**src/rtl/cpu_pkg.sv**
```systemverilog
// Shared CPU definitions: fetch FSM states, PC command encoding, HALT opcode.
package cpu_pkg;

  typedef enum logic [2:0] {
    CLR    = 3'd0,
    SETTLE = 3'd1,
    FETCH  = 3'd2,
    MEM    = 3'd3,
    VALID  = 3'd4,
    CMD    = 3'd5,
    HALT   = 3'd6
  } fetch_state_t;

  // {loadPC,incPC} command encoding understood by the program counter
  localparam logic [1:0] PC_CLR  = 2'b00;
  localparam logic [1:0] PC_LOAD = 2'b10;
  localparam logic [1:0] PC_INC  = 2'b01;
  localparam logic [1:0] PC_HOLD = 2'b11;

  localparam logic [7:0] DEF_HALT_OP = 8'hFF;

endpackage

```
**src/rtl/fetch_ctrl.sv**
```systemverilog
// Instruction fetch controller: steers the PC, reads the ROM and hands each
// instruction to the decoder over valid/ready; handles branch and halt.
module fetch_ctrl
  import cpu_pkg::*;
#(
  parameter int              ADDR_W  = 5,
  parameter int              DATA_W  = 8,
  parameter logic [DATA_W-1:0] HALT_OP = DEF_HALT_OP
) (
  input  logic              clk,
  input  logic              rst,
  output logic              loadPC,
  output logic              incPC,
  output logic [ADDR_W-1:0] address,
  input  logic [ADDR_W-1:0] execadd,
  output logic              mem_rd,
  output logic [ADDR_W-1:0] mem_addr,
  input  logic [DATA_W-1:0] mem_rdata,
  output logic [DATA_W-1:0] instr,
  output logic [ADDR_W-1:0] instr_pc,
  output logic              instr_valid,
  input  logic              instr_ready,
  input  logic              branch_req,
  input  logic [ADDR_W-1:0] branch_target,
  output logic              halted
);

  fetch_state_t      r_state;
  logic [1:0]        r_cmd;
  logic [ADDR_W-1:0] r_target;
  logic [DATA_W-1:0] r_instr;
  logic [ADDR_W-1:0] r_instr_pc;
  logic              r_instr_valid;
  logic              r_mem_rd;
  logic              r_halted;
  logic              w_accept;

  assign w_accept = r_instr_valid & instr_ready;

  always_ff @(posedge clk) begin
    if (rst) begin
      r_state       <= CLR;
      r_cmd         <= PC_CLR;
      r_target      <= '0;
      r_instr       <= '0;
      r_instr_pc    <= '0;
      r_instr_valid <= 1'b0;
      r_mem_rd      <= 1'b0;
      r_halted      <= 1'b0;
    end else begin
      case (r_state)
        CLR: begin
          r_cmd   <= PC_HOLD;
          r_state <= SETTLE;
        end
        // execadd reflects the last command only from the FETCH cycle onward
        SETTLE: begin
          r_mem_rd <= 1'b1;
          r_state  <= FETCH;
        end
        FETCH: begin
          r_mem_rd <= 1'b0;
          r_state  <= MEM;
        end
        MEM: begin
          r_instr       <= mem_rdata;
          r_instr_pc    <= execadd;
          r_instr_valid <= 1'b1;
          r_state       <= VALID;
        end
        VALID: begin
          if (w_accept) begin
            r_instr_valid <= 1'b0;
            if (r_instr == HALT_OP) begin
              r_halted <= 1'b1;
              r_state  <= HALT;
            end else if (branch_req) begin
              r_target <= branch_target;
              r_cmd    <= PC_LOAD;
              r_state  <= CMD;
            end else begin
              r_cmd   <= PC_INC;
              r_state <= CMD;
            end
          end
        end
        CMD: begin
          r_cmd   <= PC_HOLD;
          r_state <= SETTLE;
        end
        HALT: r_state <= HALT;
        default: begin
          r_cmd   <= PC_CLR;
          r_state <= CLR;
        end
      endcase
    end
  end

  assign loadPC      = r_cmd[1];
  assign incPC       = r_cmd[0];
  assign address     = (r_cmd == PC_LOAD) ? r_target : '0;
  assign mem_rd      = r_mem_rd;
  assign mem_addr    = r_mem_rd ? execadd : '0;
  assign instr       = r_instr;
  assign instr_pc    = r_instr_pc;
  assign instr_valid = r_instr_valid;
  assign halted      = r_halted;

endmodule

```
**config.mk**
```make
export PLATFORM = sky130hd
export DESIGN_NAME = fetch_ctrl
export DESIGN_NICKNAME = d
export VERILOG_FILES = /design/src/rtl/cpu_pkg.sv /design/src/rtl/fetch_ctrl.sv
export SDC_FILE = /design/constraint.sdc
export NUM_CORES = 1
export LEC_CHECK = 0
export CAP_MARGIN = 10
export CORE_ASPECT_RATIO = 0.8
export CORE_UTILIZATION = 45
export DETAILED_ROUTE_END_ITERATION = 7
export PLACE_DENSITY_LB_ADDON = 0.08
export SYNTH_ARGS = -nofsm -noshare
export SYNTH_HDL_FRONTEND = slang
export SYNTH_SLANG_ARGS = --single-unit
```
**constraint.sdc**
```tcl
create_clock -name clk -period 2.3 [get_ports clk]
set_input_delay 0.345 -clock clk [delete_from_list [all_inputs] [get_ports clk]]
set_output_delay 0.345 -clock clk [all_outputs]
set_load 0.02 [all_outputs]
```
==> impl_metrics.json <==
{
  "outcome": "finished clean",
  "grt_pass1_vias": 1022,
  "fmax_mhz": 480.1,
  "n_antenna_cell": 0,
  "pwr-share-seq_pct": 55.7,
  "dr.pass1.iters": 4,
  "crit_slowest_cell": "clkdlybuf4s50_1",
  "path_clk_slew_ps": 130,
  "setup_tns_ps": 0,
  "place.gp.congestion": 0.7528,
  "h-tree-depth": 1,
  "die_h_um": 47.80,
  "crit_chain": "nor2b_1, and2_1, clkdlybuf4s50_1",
  "clock_sinks": 26,
  "critPathCaptureType": "primary output",
  "routed_via_density": 4.910,
  "clock_latency_ps": 320,
  "cts.repair.resized": 0,
  "slew_violations": 0,
  "cts_tree": "yes",
  "dpl.hpwl_mm": 2.109,
  "relSlewSlack_pct": 66.00,
  "wl_per_cell_um": 12.33,
  "cts_made_buffers": 3,
  "worstPathMaxFanout": 5,
  "ys_warn_count": 0,
  "fin_cells": 222,
  "root_buffer": "clkbuf_4",
  "ys_seq_area_share_pct": 44.11,
  "drv_cap": 0,
  "crit_type": "flop to primary output",
  "tightest_slew_ps": 508.8,
  "rsz0062_at_grt": "no",
  "ys_ff_latch": 26,
  "yosysTopAreaCell": "dfxtp_1",
  "worst_clock_skew_ps": 8.301,
  "grt-ovfl-total": 0,
  "first_iter_violations": 44,
  "synth_nets": 163,
  "track_usage_pct": 22.38,
  "dp.cells": 219,
  "hold_class": "flop to flop",
  "synth.cell_area_um2": 1180,
  "routed_wl_mm": 2.738,
  "critPathArrivalTime_ps": 1740,
  "swShare_pct": 28.64,
  "synth_top_area_share_pct": 44.11,
  "die-area_um2": 2832,
  "remaining_drc_errors": 0,
  "core_um2": 2462,
  "cts_setup_buffers": 0,
  "nNetsFinal": 210,
  "dieWidth_um": 59.25,
  "antenna_found_initial": 0,
  "hold_viol_final": 0,
  "finalCritPeriodShare_pct": 90.56,
  "ys_types": 28,
  "avgSynthCellArea_um2": 8.368,
  "p_int_uw": 654.2,
  "cts_hold_buffers": 0,
  "ir_drop_v": 0.0003476,
  "clkPwrFrac_pct": 20.7,
  "worstSetupStartpointType": "flop",
  "period_minus_slack_ps": 2083,
  "io_buffers": 49,
  "ys_top_cells_by_area": "dfxtp_1 (44%), nand2_1 (8.6%), a21oi_1 (7.6%), nand2b_1 (7.4%), mux2i_1 (5.9%)",
  "clockBufferDepth": 2,
  "p_per_area_nw_per_um2": 539.9,
  "ant_nets": 0,
  "io_pins": 50,
  "finalSetupViolCount": 0,
  "comb_power_share_pct": 23.6,
  "vias": 1090,
  "leakagePower_nw": 0.6068,
  "drive_above_1_share_pct": 5.376,
  "p_sw_uw": 262.5,
  "crit_required_ps": 1960,
  "start_util_pct": 47.92,
  "critical-path-max-stage-delay_ps": 600,
  "synth_cells": 141,
  "rows": 16,
  "grt_pass1_wl_mm": 4.533,
  "holdWs_ps": 461.9,
  "grt_start_max_net_pins": 21,
  "area_growth_pct": 43.90
}
layout make-up:
cell class	instances	area [µm²]
fillers	204	764.5
clock buffers	3	22.52
multi-input cells	104	596.8
inverters	2	7.507
repair buffers	51	505.5
well taps	36	45.04
flip-flops and latches	26	520.5
synth_stat cells:
| cell | count |
|---|---|
| nand2_1 | 27 |
| dfxtp_1 | 26 |
| a21oi_1 | 18 |
| nand2b_1 | 14 |
| and2_1 | 10 |
| mux2i_1 | 7 |
| o21ai_0 | 7 |
| nor2_1 | 4 |
| buf_4 | 3 |
| clkbuf_1 | 3 |
| and3_1 | 2 |
| buf_2 | 2 |
| inv_1 | 2 |
| nor3_1 | 2 |
| a211o_1 | 1 |
| a211oi_1 | 1 |
| a21o_1 | 1 |
| and2_2 | 1 |
| and3b_1 | 1 |
| buf_6 | 1 |
| nand3_2 | 1 |
| nand4_1 | 1 |
| nand4_2 | 1 |
| nor2b_1 | 1 |
| nor2b_4 | 1 |
| nor3_2 | 1 |
| o31ai_1 | 1 |
| or2_0 | 1 |
cells in the final DEF, fill, tap and decap left out, types with 2 or more instances in the layout:
cell / instances
clkdlybuf4s50_1: 49
nand2_1: 27
dfxtp_1: 26
a21oi_1: 18
nand2b_1: 14
and2_1: 10
o21ai_0: 7
mux2i_1: 7
nor2_1: 4
clkbuf_4: 3
inv_1: 2
nor3_1: 2
and3_1: 2
buf_4: 2
cell families (layout without fill, tap and decap cells):
family          count (synthesis)  count (layout)  synth area share, %
compound gates                 29              29                13.26
flops                          26              26                44.11
simple gates                   68              68                31.39
mux                             7               7                5.939
buf+inv                        11              56                5.302
layer usage:
metal | global-route usage [%] | wire (µm) | up-vias
met4 | 4.286 | 11 | 0
met1 | 27.30 | 1235 | 504
met2 | 39.55 | 1372 | 24
li1 | - | - | 559
met3 | 7.297 | 119 | 3
met5 | 0 | 0 | -
flip-flops by register name, indices dropped and copies added (netlist names):
signal / flops
instr_valid: 1
r_state: 3
instr: 8
mem_rd: 1
instr_pc: 5
r_cmd: 2
r_target: 5
halted: 1
worst paths after layout:
| path | slack (ps) | endpoint | depth (start not counted) | start |
|---|---|---|---|---|
| worst min-delay path | 460 | instr_pc[4] | 2 | instr_pc[4] |
| worst min register to register | 460 | instr_pc[4] | 2 | instr_pc[4] |
| worst max-delay path | 220 | address[2] | 3 | r_cmd[1] |
| worst max register to register | 700 | r_target[0] | 4 | r_state[2] |
critical path, delay by kind of cell (launching register included):
kind,cells,cell delay [ps]
buffers and inverters,1,600
and+or+nand+nor,2,440
DFF,1,380
metrics by stage:
step / total power [mW] / cell area, µm² / worst slack, ps / util [%]
3_5_place_dp: 0.7373 / 1675 / 398.9 / 68.04
2_1_floorplan: 0.6306 / 1180 / 975.5 / -
6_report: 0.9167 / 1698 / 217.0 / 68.95
4_1_cts: 0.9221 / 1698 / 201.3 / 68.95
3_3_place_gp: 0.7278 / 1675 / 432.6 / 68.04
5_1_grt: 0.9640 / 1698 / 87.02 / 68.95
power by group through the flow:
stage | registers, mW | clock network (mW) | logic (mW)
global route | 0.516 | 0.212 | 0.236
floorplan | 0.526 | 0 | 0.104
global placement | 0.516 | 0 | 0.212
detailed placement | 0.520 | 0 | 0.218
CTS | 0.510 | 0.194 | 0.219
finish | 0.511 | 0.190 | 0.217
Note: power is estimated with default switching activity, not from simulation.
